### src/rtl/fetch_ctrl.sv
// fetch_ctrl: front-end sequencer for the pipelined MIPS core.
// Each cycle it chooses whether the PC advances, redirects or freezes, and
// drives the NPC block and the IF/ID register to match. Load-use and JR
// hazards insert N bubble cycles. Saturating counters record the bubble
// cycles and the flush cycles.
//
// Ports:
//   clk, rst       clock; synchronous active-high reset
//   imem_ready     instruction word for the current PC is available
//   id_valid       ID stage holds a real instruction
//   id_npcop       decoded NPCOp of the ID instruction
//   id_br_taken    branch compare result for the ID instruction
//   id_load_use    ID instruction depends on a load in EX
//   id_jr_dep      JR source register is not yet forwardable
//   imem_req       fetch request
//   pc_wr          NPC Wr / PC register enable
//   npc_op         NPC NPCOp select
//   iflush         NPC IFlush (taken-branch select)
//   ifid_wr        IF/ID write enable
//   ifid_flush     clear IF/ID to a bubble on this edge
//   idex_bubble    inject a bubble into ID/EX
//   stall_cnt      saturating count of idex_bubble cycles
//   flush_cnt      saturating count of ifid_flush cycles
module fetch_ctrl #(
  parameter int LD_STALL = 1,
  parameter int JR_STALL = 2,
  parameter int CNT_W    = 16
) (
  input  logic             clk,
  input  logic             rst,
  input  logic             imem_ready,
  input  logic             id_valid,
  input  logic [1:0]       id_npcop,
  input  logic             id_br_taken,
  input  logic             id_load_use,
  input  logic             id_jr_dep,
  output logic             imem_req,
  output logic             pc_wr,
  output logic [1:0]       npc_op,
  output logic             iflush,
  output logic             ifid_wr,
  output logic             ifid_flush,
  output logic             idex_bubble,
  output logic [CNT_W-1:0] stall_cnt,
  output logic [CNT_W-1:0] flush_cnt
);

  // NPCOp encodings shared with the NPC block.
  localparam logic [1:0] NPC_PLUS4  = 2'b00;
  localparam logic [1:0] NPC_BRANCH = 2'b01;
  localparam logic [1:0] NPC_JUMP   = 2'b10;
  localparam logic [1:0] NPC_JR     = 2'b11;

  localparam logic [2:0] LD_N  = 3'(LD_STALL);
  localparam logic [2:0] JR_N  = 3'(JR_STALL);
  localparam logic [2:0] MAX_N = (LD_STALL > JR_STALL) ? LD_N : JR_N;

  typedef enum logic [1:0] {BOOT, RUN, STALL} state_t;

  state_t     state, state_nxt;
  logic [2:0] scnt, scnt_nxt;
  logic       hz_mask, hz_mask_nxt;

  logic       ld_hz, jr_hz, hazard;
  logic [2:0] n_stall;

  // Hazard detection. hz_mask lets the instruction that was just stalled
  // issue even though its dependency inputs are still asserted.
  always_comb begin
    ld_hz   = id_load_use;
    jr_hz   = (id_npcop == NPC_JR) && id_jr_dep;
    hazard  = id_valid && !hz_mask && (ld_hz || jr_hz);
    n_stall = ld_hz ? (jr_hz ? MAX_N : LD_N) : JR_N;
  end

  // State register.
  // NOTE: sequential state uses non-blocking assignments so every register
  // samples the pre-edge values, independent of statement order.
  always_ff @(posedge clk) begin
    if (rst) begin
      state   <= BOOT;
      scnt    <= 3'd0;
      hz_mask <= 1'b0;
    end else begin
      state   <= state_nxt;
      scnt    <= scnt_nxt;
      hz_mask <= hz_mask_nxt;
    end
  end

  // Next-state logic.
  // NOTE: every signal gets a default first so no path leaves it unassigned,
  // which would otherwise infer a latch.
  always_comb begin
    state_nxt   = state;
    scnt_nxt    = scnt;
    hz_mask_nxt = hz_mask;
    unique case (state)
      BOOT: state_nxt = RUN;
      RUN: begin
        // A freeze (imem_ready=0) holds everything, including hz_mask.
        if (imem_ready) begin
          if (hazard) begin
            // The current cycle is bubble 1; STALL supplies the remaining
            // N-1 bubbles, ending when scnt reaches 0.
            if (n_stall == 3'd1) begin
              hz_mask_nxt = 1'b1;
            end else begin
              state_nxt = STALL;
              scnt_nxt  = n_stall - 3'd2;
            end
          end else begin
            hz_mask_nxt = 1'b0;
          end
        end
      end
      STALL: begin
        if (scnt != 3'd0) begin
          scnt_nxt = scnt - 3'd1;
        end else begin
          state_nxt   = RUN;
          hz_mask_nxt = 1'b1;
        end
      end
      default: state_nxt = BOOT;
    endcase
  end

  // Output logic: combinational, so NPC/PC act on the decision this cycle.
  always_comb begin
    imem_req    = 1'b0;
    pc_wr       = 1'b0;
    npc_op      = NPC_PLUS4;
    iflush      = 1'b0;
    ifid_wr     = 1'b0;
    ifid_flush  = 1'b0;
    idex_bubble = 1'b0;
    if (!rst) begin
      unique case (state)
        RUN: begin
          imem_req = 1'b1;
          if (!imem_ready || hazard) begin
            // Freeze or hazard bubble: a pending redirect stays unresolved.
            idex_bubble = 1'b1;
          end else begin
            pc_wr   = 1'b1;
            ifid_wr = 1'b1;
            if (id_valid) begin
              npc_op     = id_npcop;
              iflush     = (id_npcop == NPC_BRANCH) && id_br_taken;
              // Redirect: the sequential word latched this edge is wrong-path.
              ifid_flush = (id_npcop == NPC_JUMP) || (id_npcop == NPC_JR) ||
                           ((id_npcop == NPC_BRANCH) && id_br_taken);
            end
          end
        end
        STALL:   idex_bubble = 1'b1;
        default: ;
      endcase
    end
  end

  // Saturating performance counters.
  always_ff @(posedge clk) begin
    if (rst) begin
      stall_cnt <= '0;
      flush_cnt <= '0;
    end else begin
      if (idex_bubble && (stall_cnt != '1)) stall_cnt <= stall_cnt + CNT_W'(1);
      if (ifid_flush && (flush_cnt != '1)) flush_cnt <= flush_cnt + CNT_W'(1);
    end
  end

endmodule

### config.mk
export PLATFORM = sky130hd
export DESIGN_NAME = fetch_ctrl
export DESIGN_NICKNAME = d
export VERILOG_FILES = /design/src/rtl/fetch_ctrl.sv
export SDC_FILE = /design/constraint.sdc
export NUM_CORES = 1
export LEC_CHECK = 0
export CAP_MARGIN = 5
export CELL_PAD_IN_SITES_DETAIL_PLACEMENT = 1
export CELL_PAD_IN_SITES_GLOBAL_PLACEMENT = 1
export CORE_MARGIN = 2
export CORE_UTILIZATION = 38
export DETAILED_ROUTE_END_ITERATION = 10
export GPL_ROUTABILITY_DRIVEN = 0
export HOLD_SLACK_MARGIN = 0.08
export PLACE_DENSITY_LB_ADDON = 0.1
export SYNTH_ARGS = -nofsm -noshare
export SYNTH_HDL_FRONTEND = slang
export SYNTH_SLANG_ARGS = --single-unit
### constraint.sdc
create_clock -name clk -period 2.55 [get_ports clk]
set_input_delay 0.3825 -clock clk [delete_from_list [all_inputs] [get_ports clk]]
set_output_delay 0.3825 -clock clk [all_outputs]
set_load 0.03 [all_outputs]
==> flow_summary.toml <==
[placement]
placed_cell_area_sq_um = 2830
dp_cells = 382
port_buffers = 48
hpwl_um = 4080

[cells_and_area]
seqCellArea_sq_um = 761
fin_nets = 331
stdcell_count = 391
fin_area_sq_um = 2950
multiInputGateArea_sq_um = 1400
final_cell_mix = "clkdlybuf4s50_1, dfxtp_1, nor2_1"
filler_cell_count = 723
final_common_cell = "clkdlybuf4s50_1"
antenna_cells = 0
drive_above_1_share_pct = 15.2
synthToLayoutAreaGrowth_pct = 27.0

[worst_hold_path]
hp-start = "scnt[1]"
hp-class = "reg -> reg"

[grt]
grt_max_degree = 47
grt_pass1_wl_um = 9580
grt_overflow = 0
antenna_found_initial = 0
grt.total_usage_pct = 18.3
grt_pass1_vias = 2050

[die]
fp.dieH_um = 82.2
initial_core_util_pct = 39.2
die-area_sq_um = 6750
rows = 28
core_area_sq_um = 5920
die_x_um = 82.2
ios = 49

[yosys]
ys_seq_area_share_pct = 32.8
yosys_most_used_dff = "dfxtp_1"
ys.warnings.count = 0
synth_fp_nets = 282
ys_types = 57
syn_area_sq_um = 2320
syn-instance-count = 266
synth_edf_count = 0
avgSynthCellArea_sq_um = 8.73
ys_seq_elements = 38
async_flop_share_pct = 0

[clocking]
htreeDepth = 2
cts_tree = "built"
path_clk_slew_ps = 80
cts_resized = 0
root_buffer = "clkbuf_8"
clock-sinks = 38
clock_path_buffers = 2
cts_made_buffers = 5
clock_latency_ps = 300

[critical_path]
rr_startpoint = "state[0]"
crit_family = "buffers and inverters"
rrSetupSlack_ps = 330
cp-end-kind = "output pin"
slowest_delay_ps = 530
crit_path_cell_trace = "clkdlybuf4s50_1, nand4b_1, o21bai_1, or2_1, buf_12, inv_1, buf_4"
crit_type = "in -> out"
startpoint = "imem_ready"
critPathSlowestCell = "clkdlybuf4s50_1"
worst-path-buf-inv = 4
cp-start-kind = "input pin"
crit_required_ps = 2170
crit_arrival_ps = 1940
cp_max_fo = 25

[routing]
vias_per_cell = 5.46
drc = 0
via_count = 2133
wl_per_cell_um = 14.5
wirelength_met1_um = 2840
drtPass1Iterations = 4
antenna_left = 0
wl_met3_um = 220
routed.top_layer = "met4"
wl_met2_um = 2550
routed_wl_um = 5680
drt_iter0_markers = 71

[timing]
hold_viol = 0
period_share_pct = 91.0
slew_headroom_pct = 67.6
rsz0062_at_grt = "no"
fin_skew_ps = 7.96
finalSetupViolations = 0
period_needed_ps = 2320
fmax_mhz = 431
finalMaxSlewViolations = 0
hold_slack_ps = 480
worst_slew_pin_slew_ps = 486
fin_setup_tns_ps = 0

[power_and_ir_drop]
pwr-share-seq_pct = 38.9
p_int_uw = 1140
peakVddDrop_mv = 0.371
powerDensity_nw_per_um2 = 578
switching_share_pct = 33.2
power_switching_uw = 566
combPwrFrac_pct = 30.0
clkPwrFrac_pct = 31.1
cellLeakagePower_uw = 0.00101

[outcome]
status = "finished, final reports clean"

[flow_run]
cap_violations = 0
-- worst register-to-register path: stages, from the launching register on --
cell,delay [ps]
dfxtp_1,330
inv_1,90
ha_1,280
nor3b_1,120
a221oi_4,340
buf_4,210
o2111ai_2,230
or3_1,410
a21oi_1,150
-- state kept, by name (all words and copies together) (netlist names) --
register and flops:
flush_cnt 16, stall_cnt 16, scnt 3, state 2, hz_mask 1
-- cells in the mapped netlist, drive strengths merged, types with 5 or more instances --
cell type / n / area share (%)
a21oi: 18 / 4.0
buf: 11 / 4.4
dfxtp: 38 / 33
ha: 7 / 3.8
inv: 12 / 1.9
mux2: 7 / 4.0
nand2: 11 / 1.8
nand3: 15 / 3.7
nand4: 10 / 3.0
nor2: 32 / 5.9
nor2b: 10 / 2.7
nor4: 7 / 3.6
o21ai: 14 / 3.0
or3: 7 / 1.9
or4: 6 / 2.1
xnor2: 5 / 1.9
-- per-layer routing --
layer  vias to the layer above  GRT usage (%)
li1                       1074              -
met1                      1013           25.0
met2                        41           28.9
met3                         5           3.91
met4                         0           5.50
met5                         -              0
-- area by class of cell --
class                   count  share of cell area [%]
clock inverters             3                    1.53
flip-flops and latches     38                    25.8
repair buffers             56                    18.1
multi-input cells         202                    47.5
inverters                  12                    1.53
clock buffers               5                    2.33
well taps                  75                    3.18
-- cells by family (layout without fill, tap and decap cells) --
kind of cell    after synthesis  count (layout)  synth area share, %
compound gates               54              54                 16.1
fa+ha+maj                     7               7                 3.77
buf+inv                      26              76                 6.85
simple gates                126             126                 33.4
xor+xnor                      7               7                 2.64
flops                        38              38                 32.8
mux                           8               8                 4.47
-- power by group through the flow --
stage          sequential, uW  combinational [uW]  clock [uW]
2_1_floorplan             681                 345           0
3_3_place_gp              679                 486           0
3_5_place_dp              679                 508           0
4_1_cts                   665                 511         552
5_1_grt                   672                 580         570
6_report                  664                 511         530
-- final timing paths --
path | cells past startpoint | end
max | 7 | ifid_flush
min | 2 | scnt[1]
max reg2reg | 8 | stall_cnt[6]
min reg2reg | 2 | scnt[1]
-- stage by stage --
stage / setup WS [ps] / total power (uW) / utilization (%)
after floorplan: 89.1 / 1030 / -
after global placement: 43.7 / 1160 / 47.7
after detailed placement: 6.58 / 1190 / 47.7
after CTS: 123 / 1730 / 49.7
after global routing: 132 / 1820 / 49.8
final: 230 / 1710 / 49.8
-- timing repair --
item,in CTS,in global routing
hold endpoints to repair,0,0
setup endpoints to repair,0,1
setup buffers,0,1
hold buffers,0,0
No activity file was read; power rests on OpenSTA's default activity.
==> patch 1, RTL diff (config.mk and constraints unchanged) <==
The parameter `CNT_W` goes from 16 to 14.
--- a/src/rtl/fetch_ctrl.sv
+++ b/src/rtl/fetch_ctrl.sv
@@ -25,5 +25,5 @@
   parameter int LD_STALL = 1,
   parameter int JR_STALL = 2,
-  parameter int CNT_W    = 16
+  parameter int CNT_W    = 14
 ) (
   input  logic             clk,
Interface: changed (resized flush_cnt and stall_cnt); port bits go from 49 to 45. The function was not compared with the original's and may differ.
==> patch 1 against the original RTL <==
- via count decreased by 10%
- routed wire length decreased by 7.5%
- synthesized cell count decreased by 11%
- total power decreased by 15%
- highest routed layer unchanged
- count of clock-buffer cells in the layout increased by 1
- clock skew decreased by 0.0023 ns
- largest power group unchanged
- worst setup slack improved by 0.0062 ns
- clock power decreased by 19%
- largest cell class unchanged
- fmax increased by 0.27%
- final area decreased by 13%
- sequential cell count decreased by 4
- synthesized area decreased by 17%
- worst hold slack got worse by 0.0024 ns
==> patch 1: results (changes against the original RTL) <==
- sky130_fd_sc_hd__dfxtp_1, sky130_fd_sc_hd__ha_1, sky130_fd_sc_hd__nor2_1 — leading cell types by total area after synthesis
- 0.198 — overall global routing resource usage, +0.0146
- sky130_fd_sc_hd__dfxtp_1 — worst-path cell with the longest stage delay
- flush_cnt[11] — FF-to-FF End
- state[1] — Reg2Reg Launch Point
- 4 — biggest fanout along the worst timing path, -84%
- 255 — synthesized net count, -9.6%
- 0.0317 — fraction of synthesized cell area in xor and xnor cells, +0.00528
- 2470 um2 — Cell Area, Placed, -13%
- 0.0395 — portion of netlist area occupied by mux cells, -0.00529
- 0.174 — area fraction in compound gates after synthesis, +0.0128
- 45 — Synth cell types, -21%
- 2580 um — total met2 wirelength after detailed routing, +1.3%
- 0.39 ns — maximum single-stage delay on the critical path, -0.14 ns
- finished, final reports clean — run status
- 307 — number of nets at the end of the flow, -7.3%
- flush_cnt: 14 flops, stall_cnt: 14 flops, scnt: 3 flops — largest registers
- 5250 um — routed wire length, -7.5%
- 38 — maximum number of pins on one net before global-route repair, -19%
- 14.7 um — wire per inst, +1.0%
- 44 — number of input and output port buffers inserted, -8.3%
- 0.889 nW — leakage power, -12%
- 628 — number of fill cells in the layout, -13%
- 1896 — vias in the first global route, -7.5%
- 7 — Worst R2R Path Depth, -1
- 0.37 ns — reg-to-reg slack, setup, +0.04 ns
- simple AND/OR/NAND/NOR gates — Crit path max-delay family
- 161 um — met3 wire len, -27%
- 0.648 ns — Least-Margin Pin Slew, +0.162 ns
- 0.352 — sequential fraction of the synthesis area, +0.0241
- 2450 um — Metal-1 WL, -14%
- 5.34 — via/cell ratio, -2.2%
- 0.131 — ratio of cells with drive above 1 in the final layout, -0.0213
- 3890 um — detailed-placement wirelength estimate, -4.8%
- 0.0517 — adder and majority gate portion of the synthesized area, +0.0140
- 0.0733 ns — worst setup timing slack at the placement stage, +0.0667 ns
- 0.00570 ns — Fin Clk Skew, -0.00226 ns
- 0.954 mW — Internal Power, -16%
- 0.477 ns — Worst Hold Margin, -0.00240 ns
- 5 — CTS Buf Count, unchanged
- 238 uV — IR Drop Worst-Case VDD, -36%
-- patch 1: routing by layer --
layer / global-route usage / vias up
li1: - / 958
met1: 0.256 / 915
met2: 0.331 / 30
met3: 0.0397 / 7
met4: 0.0624 / 0
met5: 0 / -
-- patch 1: kinds of logic (layout without fill, tap and decap cells) --
group           count (synthesis)  count (layout)
xor+xnor                        7               7
compound gates                 51              51
flops                          34              34
mux                             7               7
buf+inv                        23              76
fa+ha+maj                       8               8
simple gates                  108             108
-- patch 1: power by group through the flow --
| stage | Clock (mW) | Sequential [mW] | Combinational (mW) |
|---|---|---|---|
| 3_5_place_dp | 0 | 0.619 | 0.419 |
| 3_3_place_gp | 0 | 0.617 | 0.414 |
| 6_report | 0.427 | 0.606 | 0.417 |
| 2_1_floorplan | 0 | 0.620 | 0.294 |
| 4_1_cts | 0.443 | 0.607 | 0.422 |
| 5_1_grt | 0.467 | 0.613 | 0.479 |
-- patch 1: cell type report --
type                            count  area, um2  share of cell area
Timing Repair Buffer               55        503               0.196
Tap cell                           67       83.8              0.0327
Inverter                           13       48.8              0.0190
Sequential cell                    34        681               0.266
Multi-Input combinational cell    181       1150               0.449
Clock inverter                      2       12.5             0.00488
Clock buffer                        6       82.6              0.0322
-- patch 1: worst max-delay path by stage --
stage                      from  slack, ns  cells after the start           end
detailed placement  id_npcop[1]       0.07                      7  stall_cnt[9]
floorplan              state[1]       0.36                      6         pc_wr
finish                 state[1]       0.24                      7        iflush
global placement      id_jr_dep       0.13                      7  stall_cnt[5]
global route           state[1]       0.13                      7        iflush
CTS                    state[1]       0.21                      7        iflush
==> patch 2, RTL diff (same flow settings) <==
Without the edit above. Encoding of `state_t`: now one-hot (3 bits for 3 states).
--- a/src/rtl/fetch_ctrl.sv
+++ b/src/rtl/fetch_ctrl.sv
@@ -56,5 +56,5 @@
   localparam logic [2:0] MAX_N = (LD_STALL > JR_STALL) ? LD_N : JR_N;
 
-  typedef enum logic [1:0] {BOOT, RUN, STALL} state_t;
+  typedef enum logic [2:0] {BOOT = 3'b001, RUN = 3'b010, STALL = 3'b100} state_t;
 
   state_t     state, state_nxt;
Check against the original RTL: no difference found for any inputs over 10 cycles, from zero or initial values and one cycle with rst high; not proved beyond that.
==> patch 2 against the original RTL <==
- synthesized area shrank 11%
- core utilization increased by 4.4 points
- final area down 4.8%
- worst setup slack worse by 0.12 ns
- sequential cell count is 1 higher
- cell count shrank 1.3%
- fmax fell by 5.1%
- critical path depth fell by 1
- routed wire length is 3.0% higher
Power is not compared: it rests on default switching activity, and its combinational part moved more than twofold at a synthesized area within 25%.
==> patch 2: results (changes against the original RTL) <==
- 2630 um — Metal-1 WL, -7.5%
- 10000 um — global-route wire length before repair, +4.6%
- 48 — Synth cell types, -16%
- 0.00770 ns — Fin Clk Skew, -0.000264 ns
- finished, final reports clean — run status
- 4320 um — detailed-placement wirelength estimate, +5.7%
- 0.244 — GR met1 Demand/Resource, -0.00573
- 4 — number of detailed-routing iterations run before antenna repair, unchanged
- 0.202 — overall global routing resource usage, +0.0188
- sky130_fd_sc_hd__dfxtp_1, sky130_fd_sc_hd__a21oi_1, sky130_fd_sc_hd__nor2_1 — top post-synthesis cells by count
- 2680 um2 — Cell Area, Placed, -5.0%
- 6 — Worst R2R Path Depth, -2
- 328 — number of nets at the end of the flow, -0.91%
- 182 um — met3 wire len, -17%
- sky130_fd_sc_hd__or4b_4 — worst-path cell with the longest stage delay
- 0.377 — sequential fraction of the synthesis area, +0.0495
- state[2] — Reg2Reg Launch Point
- 0.366 — met2 usage, +0.0769
- 0.495 ns — Worst Hold Margin, +0.0153 ns
- 266 — synthesized net count, -5.7%
- flush_cnt[6] — source of the worst hold timing path
- 386 — final cell count without fillers, -1.3%
- flush_cnt: 16 flops, stall_cnt: 16 flops — largest registers
- 6050 um2 — area of the die, -10%
- 5.57 — via/cell ratio, +2.1%
- 614 — number of fill cells in the layout, -15%
- sky130_fd_sc_hd__dfxtp_1, sky130_fd_sc_hd__a21oi_1, sky130_fd_sc_hd__or3_1 — leading cell types by total area after synthesis
- 253 — post-synthesis instance total, -4.9%
- simple AND/OR/NAND/NOR gates — Crit path max-delay family
- 0.669 ns — Least-Margin Pin Slew, +0.184 ns
- 96 — violation count after the first detailed-route iteration, +35%
- 24 — maximum number of pins on one net before global-route repair, -49%
- 0.0372 — met3 GRT Util, -0.00192
- 0.25 ns — reg-to-reg slack, setup, -0.08 ns
- 0.142 — ratio of cells with drive above 1 in the final layout, -0.00949
- flush_cnt[6] — endpoint with the worst hold slack
- 0.974 mW — Internal Power
- 0.58 ns — maximum single-stage delay on the critical path, +0.05 ns
- 15.1 um — wire per inst, +4.3%
- 2.06 ns — worst endpoint data arrival time, +0.12 ns
- stall_cnt[2] — FF-to-FF End
- 8 — biggest fanout along the worst timing path, -68%
patch 2: repair_timing:
action	in CTS	in global routing
resized for setup	2	0
hold buffers	0	0
setup endpoints to repair	2	0
patch 2: area by class of cell:
| cell class | instances | share of cell area |
|---|---|---|
| repair buffers | 65 | 0.209 |
| clock buffers | 6 | 0.0294 |
| clock inverters | 2 | 0.0125 |
| flip-flops and latches | 39 | 0.278 |
| well taps | 70 | 0.0312 |
| multi-input cells | 192 | 0.423 |
| inverters | 12 | 0.0161 |
patch 2: worst min-delay path: cells and delay by family (launching register included):
family | cells | cell delay [ns]
flops | 1 | 0.33
compound gates | 2 | 0.12
patch 2: cell families after synthesis:
kind of cell | share of synthesized area
and+or+nand+nor | 0.307
DFF | 0.377
xor gates and xnor gates | 0.0169
AOI/OAI and AO/OA | 0.213
adders and majority gates | 0.0242
buffers and inverters | 0.0514
muxes | 0.0103
patch 2: worst max-delay path by stage:
stage,to,slack (ns),cells past startpoint,start
6_report,iflush,0.11,6,state[2]
5_1_grt,idex_bubble,0.02,5,state[2]
4_1_cts,iflush,0.10,6,state[2]
3_5_place_dp,flush_cnt[11],-0.15,8,rst
3_3_place_gp,flush_cnt[10],-0.08,8,rst
2_1_floorplan,iflush,0.16,6,state[1]
patch 2: stage by stage:
| stage | utilization | setup slack (ns) | total power [mW] |
|---|---|---|---|
| 5_1_grt | 0.542 | 0.0167 | 1.32 |
| 3_3_place_gp | 0.519 | -0.0757 | 0.731 |
| 2_1_floorplan | - | 0.159 | 0.689 |
| 6_report | 0.542 | 0.106 | 1.26 |
| 4_1_cts | 0.542 | 0.102 | 1.28 |
| 3_5_place_dp | 0.519 | -0.154 | 0.733 |
